**src/rtl/lsu_map_pkg.sv**
```systemverilog
// Memory map, timer register offsets and bridge FSM state type for the LSU MMIO bridge.
// Also provides the byte-strobe merge used by every strobed register write.
package lsu_map_pkg;

    localparam logic [31:0] RAM_BASE_DEF   = 32'h0000_0000;
    localparam logic [31:0] TIMER_BASE_DEF = 32'h0200_0000;

    localparam logic [3:0] MTIME_LO    = 4'h0;
    localparam logic [3:0] MTIME_HI    = 4'h4;
    localparam logic [3:0] MTIMECMP_LO = 4'h8;
    localparam logic [3:0] MTIMECMP_HI = 4'hC;

    typedef enum logic [1:0] {
        IDLE,
        RESP,
        RELEASE
    } bridge_state_t;

    function automatic logic [31:0] merge_bytes(input logic [31:0] old_w,
                                                input logic [31:0] new_w,
                                                input logic [3:0]  strb);
        logic [31:0] res;
        res = old_w;
        for (int b = 0; b < 4; b++) begin
            if (strb[b]) begin
                res[b*8 +: 8] = new_w[b*8 +: 8];
            end
        end
        return res;
    endfunction

endpackage

```
**src/rtl/lsu_mmio_bridge_if.sv**
```systemverilog
// Core load/store request/response bundle; the core is the master, the bridge the slave.
interface lsu_mmio_bridge_if;

    logic        rready_cpu;
    logic        rvalid_cpu;
    logic        wvalid_cpu;
    logic        wready_cpu;
    logic [3:0]  strb_cpu;
    logic [31:0] addr_cpu;
    logic [31:0] data_cpu_o;
    logic [31:0] data_cpu_i;

    modport master (
        output rready_cpu,
        output wvalid_cpu,
        output strb_cpu,
        output addr_cpu,
        output data_cpu_o,
        input  rvalid_cpu,
        input  wready_cpu,
        input  data_cpu_i
    );

    modport slave (
        input  rready_cpu,
        input  wvalid_cpu,
        input  strb_cpu,
        input  addr_cpu,
        input  data_cpu_o,
        output rvalid_cpu,
        output wready_cpu,
        output data_cpu_i
    );

endinterface

```
**src/rtl/mtimer.sv**
```systemverilog
// Machine timer: free-running 64-bit mtime with prescaler, mtimecmp and registered irq compare.
// Strobed CPU writes to mtime take priority over the increment in the same cycle.
module mtimer
    import lsu_map_pkg::*;
#(
    parameter int unsigned TIMER_PRESCALE = 1
) (
    input  logic        clk,
    input  logic        rst_n,
    input  logic        wr_en,
    input  logic [3:0]  wr_off,
    input  logic [3:0]  wr_strb,
    input  logic [31:0] wr_data,
    input  logic [3:0]  rd_off,
    output logic [31:0] rd_data,
    output logic        timer_irq
);

    localparam logic [31:0] PrescMax = 32'(TIMER_PRESCALE - 1);

    logic [63:0] mtime_q, mtime_d;
    logic [63:0] mtimecmp_q, mtimecmp_d;
    logic [31:0] presc_q, presc_d;
    logic        irq_q, irq_d;
    logic        tick;

    always_comb begin
        tick       = (presc_q == PrescMax);
        presc_d    = tick ? '0 : presc_q + 32'd1;
        mtime_d    = tick ? mtime_q + 64'd1 : mtime_q;
        mtimecmp_d = mtimecmp_q;
        if (wr_en) begin
            // Merging into mtime_q (not the incremented value) drops the tick on a mtime write.
            case (wr_off)
                MTIME_LO:    mtime_d = {mtime_q[63:32], merge_bytes(mtime_q[31:0], wr_data, wr_strb)};
                MTIME_HI:    mtime_d = {merge_bytes(mtime_q[63:32], wr_data, wr_strb), mtime_q[31:0]};
                MTIMECMP_LO: mtimecmp_d = {mtimecmp_q[63:32],
                                           merge_bytes(mtimecmp_q[31:0], wr_data, wr_strb)};
                MTIMECMP_HI: mtimecmp_d = {merge_bytes(mtimecmp_q[63:32], wr_data, wr_strb),
                                           mtimecmp_q[31:0]};
                default: ;
            endcase
        end
    end

    assign irq_d = (mtime_q >= mtimecmp_q);

    always_ff @(posedge clk or negedge rst_n) begin
        if (!rst_n) begin
            mtime_q    <= '0;
            mtimecmp_q <= '1;
            presc_q    <= '0;
            irq_q      <= 1'b0;
        end else begin
            mtime_q    <= mtime_d;
            mtimecmp_q <= mtimecmp_d;
            presc_q    <= presc_d;
            irq_q      <= irq_d;
        end
    end

    always_comb begin
        rd_data = '0;
        case (rd_off)
            MTIME_LO:    rd_data = mtime_q[31:0];
            MTIME_HI:    rd_data = mtime_q[63:32];
            MTIMECMP_LO: rd_data = mtimecmp_q[31:0];
            MTIMECMP_HI: rd_data = mtimecmp_q[63:32];
            default: ;
        endcase
    end

    assign timer_irq = irq_q;

endmodule

```
**src/rtl/lsu_mmio_bridge.sv**
```systemverilog
// Routes core load/store requests to the data RAM or the machine timer, with a
// one-cycle response and a release phase that suppresses repeat responses to held requests.
module lsu_mmio_bridge
    import lsu_map_pkg::*;
#(
    parameter int unsigned ADDR_WIDTH_D   = 10,
    parameter logic [31:0] RAM_BASE       = RAM_BASE_DEF,
    parameter logic [31:0] TIMER_BASE     = TIMER_BASE_DEF,
    parameter int unsigned TIMER_PRESCALE = 1
) (
    input  logic                    clk,
    input  logic                    rst_n,
    lsu_mmio_bridge_if.slave        cpu,
    output logic                    ram_en,
    output logic [3:0]              ram_we,
    output logic [ADDR_WIDTH_D-1:0] ram_addr,
    output logic [31:0]             ram_wdata,
    input  logic [31:0]             ram_rdata,
    output logic                    timer_irq,
    output logic                    bus_err
);

    localparam int unsigned RamLsb = ADDR_WIDTH_D + 2;

    bridge_state_t state_q, state_d;

    logic        ram_hit, tmr_hit;
    logic        acc_wr, acc_rd, accept;
    logic [31:0] tmr_rd_data;

    logic        is_wr_q, is_wr_d;
    logic        from_ram_q, from_ram_d;
    logic        err_q, err_d;
    logic [31:0] rdata_q, rdata_d;

    // RAM wins if a misconfigured map makes the windows overlap.
    assign ram_hit = (cpu.addr_cpu[31:RamLsb] == RAM_BASE[31:RamLsb]);
    assign tmr_hit = !ram_hit && (cpu.addr_cpu[31:4] == TIMER_BASE[31:4]);

    // rst_n gating keeps RAM and timer untouched while reset is held with a request pending.
    assign acc_wr = rst_n && (state_q == IDLE) && cpu.wvalid_cpu;
    assign acc_rd = rst_n && (state_q == IDLE) && !cpu.wvalid_cpu && cpu.rready_cpu;
    assign accept = acc_wr || acc_rd;

    assign ram_en    = accept && ram_hit;
    assign ram_we    = (acc_wr && ram_hit) ? cpu.strb_cpu : 4'b0000;
    assign ram_addr  = cpu.addr_cpu[RamLsb-1:2];
    assign ram_wdata = cpu.data_cpu_o;

    mtimer #(
        .TIMER_PRESCALE(TIMER_PRESCALE)
    ) u_mtimer (
        .clk      (clk),
        .rst_n    (rst_n),
        .wr_en    (acc_wr && tmr_hit),
        .wr_off   (cpu.addr_cpu[3:0]),
        .wr_strb  (cpu.strb_cpu),
        .wr_data  (cpu.data_cpu_o),
        .rd_off   (cpu.addr_cpu[3:0]),
        .rd_data  (tmr_rd_data),
        .timer_irq(timer_irq)
    );

    always_ff @(posedge clk or negedge rst_n) begin
        if (!rst_n) begin
            state_q <= IDLE;
        end else begin
            state_q <= state_d;
        end
    end

    always_comb begin
        state_d = state_q;
        unique case (state_q)
            IDLE:    if (accept) state_d = RESP;
            RESP:    state_d = RELEASE;
            RELEASE: if (!cpu.rready_cpu && !cpu.wvalid_cpu) state_d = IDLE;
            default: state_d = IDLE;
        endcase
    end

    always_comb begin
        is_wr_d    = is_wr_q;
        from_ram_d = from_ram_q;
        err_d      = err_q;
        rdata_d    = rdata_q;
        if (accept) begin
            is_wr_d    = acc_wr;
            from_ram_d = ram_hit;
            err_d      = !(ram_hit || tmr_hit);
            rdata_d    = (acc_rd && tmr_hit) ? tmr_rd_data : 32'h0;
        end
    end

    always_ff @(posedge clk or negedge rst_n) begin
        if (!rst_n) begin
            is_wr_q    <= 1'b0;
            from_ram_q <= 1'b0;
            err_q      <= 1'b0;
            rdata_q    <= '0;
        end else begin
            is_wr_q    <= is_wr_d;
            from_ram_q <= from_ram_d;
            err_q      <= err_d;
            rdata_q    <= rdata_d;
        end
    end

    always_comb begin
        cpu.rvalid_cpu = 1'b0;
        cpu.wready_cpu = 1'b0;
        cpu.data_cpu_i = '0;
        bus_err        = 1'b0;
        if (state_q == RESP) begin
            cpu.rvalid_cpu = !is_wr_q;
            cpu.wready_cpu = is_wr_q;
            bus_err        = err_q;
            if (!is_wr_q) begin
                cpu.data_cpu_i = from_ram_q ? ram_rdata : rdata_q;
            end
        end
    end

endmodule

```
**src/flat_wrapper.sv**
```systemverilog
// flat-port wrapper written by rule: the top's interface ports become plain ports
module lsu_mmio_bridge_flat import lsu_map_pkg::*;
#(
    parameter int unsigned ADDR_WIDTH_D   = 10,
    parameter logic [31:0] RAM_BASE       = RAM_BASE_DEF,
    parameter logic [31:0] TIMER_BASE     = TIMER_BASE_DEF,
    parameter int unsigned TIMER_PRESCALE = 1
)
  (clk, rst_n, ram_en, ram_we, ram_addr, ram_wdata, ram_rdata, timer_irq, bus_err, cpu_rready_cpu, cpu_wvalid_cpu, cpu_strb_cpu, cpu_addr_cpu, cpu_data_cpu_o, cpu_rvalid_cpu, cpu_wready_cpu, cpu_data_cpu_i);
  lsu_mmio_bridge_if cpu_i ();
  input  logic clk;
  input  logic rst_n;
  output logic ram_en;
  output logic [3:0] ram_we;
  output logic [ADDR_WIDTH_D-1:0] ram_addr;
  output logic [31:0] ram_wdata;
  input  logic [31:0] ram_rdata;
  output logic timer_irq;
  output logic bus_err;
  input wire logic [$bits(cpu_i.rready_cpu)-1:0] cpu_rready_cpu;
  input wire logic [$bits(cpu_i.wvalid_cpu)-1:0] cpu_wvalid_cpu;
  input wire logic [$bits(cpu_i.strb_cpu)-1:0] cpu_strb_cpu;
  input wire logic [$bits(cpu_i.addr_cpu)-1:0] cpu_addr_cpu;
  input wire logic [$bits(cpu_i.data_cpu_o)-1:0] cpu_data_cpu_o;
  output wire logic [$bits(cpu_i.rvalid_cpu)-1:0] cpu_rvalid_cpu;
  output wire logic [$bits(cpu_i.wready_cpu)-1:0] cpu_wready_cpu;
  output wire logic [$bits(cpu_i.data_cpu_i)-1:0] cpu_data_cpu_i;
  assign cpu_i.rready_cpu = cpu_rready_cpu;
  assign cpu_i.wvalid_cpu = cpu_wvalid_cpu;
  assign cpu_i.strb_cpu = cpu_strb_cpu;
  assign cpu_i.addr_cpu = cpu_addr_cpu;
  assign cpu_i.data_cpu_o = cpu_data_cpu_o;
  assign cpu_rvalid_cpu = cpu_i.rvalid_cpu;
  assign cpu_wready_cpu = cpu_i.wready_cpu;
  assign cpu_data_cpu_i = cpu_i.data_cpu_i;
  lsu_mmio_bridge #(.ADDR_WIDTH_D(ADDR_WIDTH_D), .RAM_BASE(RAM_BASE), .TIMER_BASE(TIMER_BASE), .TIMER_PRESCALE(TIMER_PRESCALE)) u_core (.clk(clk), .rst_n(rst_n), .cpu(cpu_i), .ram_en(ram_en), .ram_we(ram_we), .ram_addr(ram_addr), .ram_wdata(ram_wdata), .ram_rdata(ram_rdata), .timer_irq(timer_irq), .bus_err(bus_err));
endmodule
```
**config.mk**
```make
export PLATFORM = sky130hd
export DESIGN_NAME = lsu_mmio_bridge_flat
export DESIGN_NICKNAME = d
export VERILOG_FILES = /design/src/rtl/lsu_map_pkg.sv /design/src/rtl/lsu_mmio_bridge_if.sv /design/src/rtl/mtimer.sv /design/src/rtl/lsu_mmio_bridge.sv /design/src/flat_wrapper.sv
export SDC_FILE = /design/constraint.sdc
export NUM_CORES = 1
export LEC_CHECK = 0
export CORE_UTILIZATION = 47
export CTS_BUF_LIST = sky130_fd_sc_hd__clkbuf_16
export CTS_CLUSTER_SIZE = 14
export DETAILED_ROUTE_END_ITERATION = 12
export PLACE_DENSITY = 0.69
export SLEW_MARGIN = 20
export SYNTH_ARGS = -nofsm -noshare
export SYNTH_HDL_FRONTEND = slang
export SYNTH_SLANG_ARGS = --single-unit
```
**constraint.sdc**
```tcl
create_clock -name clk -period 2.4 [get_ports clk]
set_input_delay 0.48 -clock clk [delete_from_list [all_inputs] [get_ports clk]]
set_output_delay 0.48 -clock clk [all_outputs]
set_load 0.1 [all_outputs]
```
==> results of run 1 <==
==> layout by cell type (no fill, tap or decap), types with 10 or more instances in the layout <==
cell	netlist	layout
buf_2	8	11
ha_1	67	65
clkdlybuf4s50_1	0	74
xor2_1	12	12
and4_1	16	15
xnor2_1	18	18
nor2_4	0	33
o211ai_1	15	15
nand2_1	127	123
nor3_2	4	13
inv_1	78	76
buf_6	2	38
and3_1	25	24
mux2_2	59	59
clkbuf_16	0	19
or3_1	16	11
buf_12	0	88
nand3_1	62	54
a21oi_1	38	30
o21ai_1	2	17
nand4_1	44	44
dfstp_2	64	64
nor3_1	38	21
dfrtp_1	134	133
buf_4	42	261
mux2i_1	55	54
o21ai_0	78	60
a221oi_1	35	34
a211oi_1	32	23
nor2_1	129	89
and2_1	14	10
==> stage by stage <==
stage	instances	total power (uW)	TNS [ns]
global route	2194	7990	-12.98
finish	2194	7790	-7.07
CTS	2167	7640	-2.47
floorplan	1419	4030	-14.10
global placement	2114	4640	-67.86
detailed placement	2114	4660	-72.47
==> flip-flops by register name, indices dropped and copies added (netlist names) <==
register                    cells
u_core.rdata_q                 32
u_core.u_mtimer.mtime_q        64
u_core.err_q                    1
u_core.from_ram_q               1
u_core.state_q                  2
u_core.u_mtimer.presc_q        32
u_core.is_wr_q                  1
u_core.u_mtimer.timer_irq       1
u_core.u_mtimer.mtimecmp_q     64
==> power groups by stage <==
| stage | clock network [uW] | logic (uW) | registers [uW] |
|---|---|---|---|
| after floorplan | 0 | 597 | 3440 |
| after global placement | 0 | 1210 | 3430 |
| after detailed placement | 0 | 1220 | 3440 |
| after CTS | 2970 | 1290 | 3380 |
| after global routing | 3090 | 1510 | 3380 |
| final | 2950 | 1460 | 3380 |
==> routing by layer <==
layer	share of wire	up-vias	global-route usage	routed length (um)
met5	0.00054	-	0	27
met4	0.047	4	0.158	2390
met3	0.088	197	0.0609	4430
met2	0.46	758	0.550	23200
met1	0.40	6716	0.452	20400
li1	-	6052	-	-
==> Yosys cell counts, types with 4 or more instances <==
library cell  count  area share
nor3_1           38       0.015
o211a_1           4      0.0031
nand4_1          44       0.021
nor2_1          129       0.037
a32oi_1           5      0.0034
buf_1             4      0.0012
o21ai_0          78       0.030
or2_2             4      0.0019
xnor2_1          18       0.012
nand3_1          62       0.024
and2_0            5      0.0024
a21oi_1          38       0.015
nand2b_1          4      0.0019
inv_1            78       0.023
nor4_1           24       0.012
buf_2             8      0.0031
and3_1           25       0.012
a2bb2oi_1         9      0.0061
nand2_2           8      0.0039
ha_1             67       0.064
a21o_1            5      0.0029
or4_1             6      0.0035
nor3_2            4      0.0031
dfstp_2          64        0.13
o22ai_1           9      0.0043
mux2i_1          55       0.042
a221oi_1         35       0.024
and4_1           16       0.011
o2111ai_1         6      0.0040
and2_1           14      0.0067
nand2_1         127       0.037
o211ai_1         15      0.0087
o21a_1            5      0.0029
xor2_1           12      0.0081
a311oi_1          8      0.0054
nor2b_1           6      0.0029
a211o_1           7      0.0047
a211oi_1         32       0.018
clkbuf_1         39       0.011
or3_1            16      0.0077
a22oi_1           5      0.0029
mux2_2           59       0.051
buf_4            42       0.024
dfrtp_1         134        0.26
==> final cells by class <==
class / count / share of cell area
clock inverter: 15 / 0.00925
timing repair buffer: 496 / 0.265
multi-input combinational: 1049 / 0.412
inverter: 78 / 0.0151
tap: 341 / 0.0216
sequential: 198 / 0.255
clock buffer: 17 / 0.0215
==> cells by family (layout without fill, tap and decap cells) <==
kind of cell    count (synthesis)  count (layout)  share of synthesized area
simple gates                  550             552                      0.218
compound gates                286             286                      0.152
flops                         198             198                      0.387
buf+inv                       174             606                     0.0644
mux                           114             114                     0.0935
fa+ha+maj                      67              67                     0.0645
xor+xnor                       30              30                     0.0202
==> worst max-delay path by stage <==
| stage | endpoint | from | cells past startpoint | slack, ns |
|---|---|---|---|---|
| finish | cpu_data_cpu_i[20] | u_core.state_q[1] | 5 | -0.18 |
| global route | cpu_data_cpu_i[20] | u_core.state_q[1] | 5 | -0.24 |
| CTS | cpu_data_cpu_i[23] | u_core.state_q[1] | 5 | -0.09 |
| detailed placement | u_core.u_mtimer.mtime_q[62] | cpu_addr_cpu[7] | 8 | -0.72 |
| global placement | u_core.u_mtimer.mtime_q[62] | cpu_addr_cpu[7] | 8 | -0.70 |
| floorplan | cpu_data_cpu_i[11] | u_core.from_ram_q | 4 | -0.50 |
==> what timing repair did <==
action | in CTS | in global routing
buffers inserted | 19 | 26
gates resized for setup | 165 | 174
pin swaps | 43 | 87
cloned | 2 | 4
endpoints found under the setup margin | 102 | 174
==> impl_metrics.py, run 1 <==
metrics = {
    "run_status": {
        "status": "finished with violations",
        "violations": "setup timing",
    },
    "power": {
        "ir_worst_vdd_mv": 0.391,
        "p_per_area_mw_per_mm2": 394,
        "switching_share": 0.320,
        "pwr-share-seq": 0.434,
        "intPower_uw": 5300,
        "pwr-share-comb": 0.187,
        "p_leak_uw": 0.00824,
        "pwr-share-clk": 0.379,
        "p_switching_uw": 2490,
    },
    "sta": {
        "finalCriticalPeriod_ns": 2.58,
        "slew_viol_final": 0,
        "finalCritPeriodShare": 1.08,
        "tightestPinTransition_ns": 0.827,
        "setup_viol": 77,
        "clock.fmax_ghz": 0.387,
        "worst_slack_ns": -0.183,
        "holdWs_ns": 0.0782,
        "rsz0062_at_grt": "yes",
        "finClkSkew_ns": 0.0137,
        "timing.slew.headroom": 0.449,
        "finalHoldViolCount": 0,
    },
    "detailed_routing": {
        "drt_iter0_drc": 1393,
        "vias": 13700,
        "firstDrtPassIters": 9,
        "ant_nets": 0,
        "wirelength_um": 50400,
        "viasPerCell": 6.26,
        "drc_errors": 0,
        "wl_per_cell_um": 23.0,
    },
    "critical_path": {
        "path_buf_inv": 3,
        "r2r_end": "u_core.u_mtimer.mtime_q[54]",
        "timing_worst_setup_path_type": "register to output port",
        "timing.rr.start": "u_core.state_q[1]",
        "crit_chain": "buf_6, or3_4, clkbuf_16, nor2_2, buf_12",
        "crit_required_ns": 1.92,
        "cp_slowest_stage_delay_ns": 0.49,
        "critPathMaxFanout": 6,
        "crit_slowest_cell": "or3_4",
        "r2r_slack_ns": -0.17,
        "critPathArrivalTime_ns": 2.10,
        "endpoint_kind": "output port",
        "startpoint_type": "register",
        "r2r_cells": 10,
        "cp_top_family": "simple AND/OR/NAND/NOR gates",
    },
    "floorplanning": {
        "die_h_um": 168,
        "start_util": 0.481,
        "die-area_mm2": 0.0283,
        "rows": 60,
        "core-area_mm2": 0.0270,
        "die_width_um": 168,
        "io_pins": 187,
    },
    "layout": {
        "fin_area_mm2": 0.0197,
        "final_util": 0.731,
        "seqCellArea_mm2": 0.00504,
        "fill_cells": 1934,
        "multi_input_area_mm2": 0.00814,
        "layout.nets": 2011,
        "diodes": 0,
        "drive_above_1_share": 0.399,
        "area_growth_pct": 51.9,
    },
    "cts": {
        "cts-root-buf": "clkbuf_16",
        "cts_inserted_buffers": 17,
        "clkLatencyLatePin_ns": 0.45,
        "cts.path.max_buffers": 2,
        "ctsHoldBuffers": 0,
        "cts_tree": "done",
        "clkTransAtPathRegs_ns": 0.09,
        "htree_levels": 4,
        "cts_num_sinks": 198,
    },
    "logic_synthesis": {
        "synth_edf_count": 0,
        "synth-seq-area-share": 0.387,
        "syn_inst": 1419,
        "syn_area_mm2": 0.0130,
        "synth-async-reset-ratio": 1.00,
        "ys.flop_type": "dfrtp_1",
        "synth-seq-cells": 198,
        "ys_types": 75,
        "ys_warn_count": 0,
        "syn_nets": 1590,
        "avgSynthCellArea_um2": 9.16,
    },
    "grt": {
        "grt-ovfl-total": 0,
        "antenna_found_initial": 2,
        "grt_pass1_wl_um": 75000,
        "grt_pass1_vias": 13200,
        "grt.total_usage": 0.343,
        "grt_max_degree": 64,
    },
    "hold_path": {
        "hp-class": "input pin to asynchronous set/reset pin",
    },
    "place": {
        "placed_cell_area_mm2": 0.0177,
        "numPortBuffers": 186,
        "dp_hpwl_um": 35600,
        "gp_congestion": 0.986,
        "post-place-ws_ns": -0.716,
    },
    "job": {
        "drv_cap": 0,
    },
}
No activity file was read; power rests on OpenSTA's default activity.
==> inputs of run 2 (changes only) <==
Settings changed: CTS_BUF_LIST sky130_fd_sc_hd__clkbuf_16 to sky130_fd_sc_hd__clkbuf_4 sky130_fd_sc_hd__clkbuf_8, PLACE_DENSITY 0.69 to 0.66, TNS_END_PERCENT from default to 100.
Clock period 2.4 ns to 2.8 ns, I/O delays scaled along.
==> run 2 against run 1 <==
Against the previous run: the run now ends clean; worst hold slack gained 0.16 ns; die area unchanged; first-iteration DRC count fell by 18%; sequential share of layout area increased by 3.3 points; global-route usage decreased by 2.2 points; clock skew is 0.014 ns higher; utilization down 8.4 points; combinational power down 33%; largest cell class unchanged; largest power group unchanged; highest routed layer is now met4.
==> impl_metrics.py, run 2 (synthesis gave the netlist of run 1 again) <==
metrics = {
    "layout": {
        "fill_cells": 2242,
        "drive_above_1_share": 0.282,
        "diodes": 0,
        "area_growth_pct": 34.5,
        "reg_top3": "u_core.u_mtimer.mtime_q x64, u_core.u_mtimer.mtimecmp_q x64",
        "multi_input_area_mm2": 0.00726,
        "layout.nets": 1889,
        "layout_common_cells": "buf_4, dfrtp_1, nand2_1, nor2_1, clkdlybuf4s50_1",
        "seqCellArea_mm2": 0.00504,
        "final_common_cell": "buf_4",
    },
    "floorplanning": {
        "start_util": 0.481,
        "rows": 60,
        "die_width_um": 168,
        "die_h_um": 168,
        "die-area_mm2": 0.0283,
        "io_pins": 187,
        "core-area_mm2": 0.0270,
    },
    "sta": {
        "setup-tns-final_ns": 0,
        "timing.slew.headroom": 0.380,
        "tightestPinTransition_ns": 0.930,
        "finalCritPeriodShare": 0.979,
        "slew_viol_final": 0,
        "finClkSkew_ns": 0.0276,
        "finalCriticalPeriod_ns": 2.74,
        "rsz0062_at_grt": "no",
        "clock.fmax_ghz": 0.365,
        "finalHoldViolCount": 0,
        "setup_viol": 0,
    },
    "critical_path": {
        "path_buf_inv": 3,
        "endpoint_kind": "output port",
        "critPathMaxFanout": 2,
        "timing_worst_setup_path_type": "input pin to output port",
        "startpoint_type": "input pin",
        "crit_required_ns": 2.24,
        "cp_top_family": "simple AND/OR/NAND/NOR gates",
        "cp_slowest_stage_delay_ns": 0.31,
        "crit_chain": "dlygate4sd2_1, nor4_2, nand2_1, or2_4, nor3_4, buf_6, and2_4, buf_12",
        "crit_cells": 8,
        "critPathArrivalTime_ns": 2.18,
        "crit_slowest_cell": "nor4_2",
        "r2r_cells": 7,
    },
    "place": {
        "gp_congestion": 1.02,
        "numPortBuffers": 186,
        "dp_hpwl_um": 34100,
    },
    "cts": {
        "cts_tree": "done",
        "cts.path.max_buffers": 2,
        "ctsHoldBuffers": 0,
        "clkTransAtPathRegs_ns": 0.12,
        "clkLatencyLatePin_ns": 0.49,
        "cts-root-buf": "clkbuf_8",
        "cts_num_sinks": 198,
        "htree_levels": 4,
        "cts_inserted_buffers": 17,
    },
    "detailed_routing": {
        "drc_errors": 0,
        "viasPerCell": 6.09,
        "ant_nets": 0,
        "wirelength_um": 44700,
        "drt_iter0_drc": 1141,
        "wl_per_cell_um": 21.6,
        "firstDrtPassIters": 5,
        "vias": 12600,
    },
    "grt": {
        "grt-ovfl-total": 0,
        "antenna_found_initial": 0,
        "grt_pass1_wl_um": 70100,
        "grt_pass1_vias": 12400,
        "grt_max_degree": 72,
        "grt.total_usage": 0.322,
    },
    "job": {
        "drv_cap": 0,
    },
    "power": {
        "p_leak_uw": 0.00722,
        "power_uw": 5800,
        "p_per_area_mw_per_mm2": 332,
        "ir_worst_vdd_mv": 0.224,
    },
    "hold_path": {
        "hp-class": "input pin to asynchronous set/reset pin",
    },
    "run_status": {
        "status": "finished, final reports clean",
    },
}
==> run 2: changes by cell type in the layout (fill, tap and decap cells not counted), sizes merged, moves of 2 or more <==
cell / delta
clkinv: -6
dlygate4sd2: +8
clkinvlp: -2
clkdlybuf4s15: -3
clkdlybuf4s50: +8
clkbuf: -3
or4: -2
inv: +7
buf: -128
==> run 2: worst paths after layout <==
check,startpoint,endpoint,slack [ns]
min in group clk,u_core.u_mtimer.presc_q[31],u_core.u_mtimer.presc_q[31],0.48
setup reg to reg,u_core.u_mtimer.presc_q[4],u_core.u_mtimer.mtime_q[62],0.12
hold / removal,rst_n,u_core.state_q[0],0.24
hold reg to reg,u_core.u_mtimer.presc_q[31],u_core.u_mtimer.presc_q[31],0.48
max in group asynchronous,rst_n,u_core.u_mtimer.mtime_q[62],1.10
setup / recovery,cpu_addr_cpu[13],ram_we[3],0.06
==> run 2: cell type report <==
class                   count  share of cell area
inverters                  78              0.0168
well taps                 341              0.0244
flip-flops and latches    198               0.288
multi-input cells        1047               0.415
clock buffers              18              0.0142
repair buffers            376               0.233
clock inverters            14             0.00873
==> run 2: metrics by stage <==
stage / hold WS, ns / setup slack (ns) / util / cell area (um^2) / std cells
3_3_place_gp: 0.460 / -0.407 / 0.628 / 17000 / 2036
3_5_place_dp: 0.467 / -0.445 / 0.628 / 17000 / 2036
6_report: 0.242 / 0.0597 / 0.647 / 17500 / 2072
4_1_cts: 0.256 / 0.00165 / 0.645 / 17400 / 2071
5_1_grt: 0.289 / 0.00154 / 0.647 / 17500 / 2072
2_1_floorplan: 0.264 / -0.188 / - / 13000 / 1419
==> run 2: power by group <==
group / switching (uW) / internal (uW) / total, uW
Sequential: 18.7 / 2880 / 2900
Clock: 1230 / 702 / 1930
Combinational: 656 / 319 / 974
==> run 2: what timing repair did <==
item,in CTS,in global routing
resized for setup,34,7
pin swaps,10,2
buffers inserted,3,1
endpoints found under the setup margin,6,11
==> run 2: layer usage <==
layer,part of all wire,vias to the layer above,routed length (um),GRT usage
met2,0.46,549,20600,0.513
met4,0.037,0,1630,0.136
li1,-,5817,-,-
met5,0,-,0,0
met1,0.43,6146,19400,0.436
met3,0.069,107,3080,0.0472
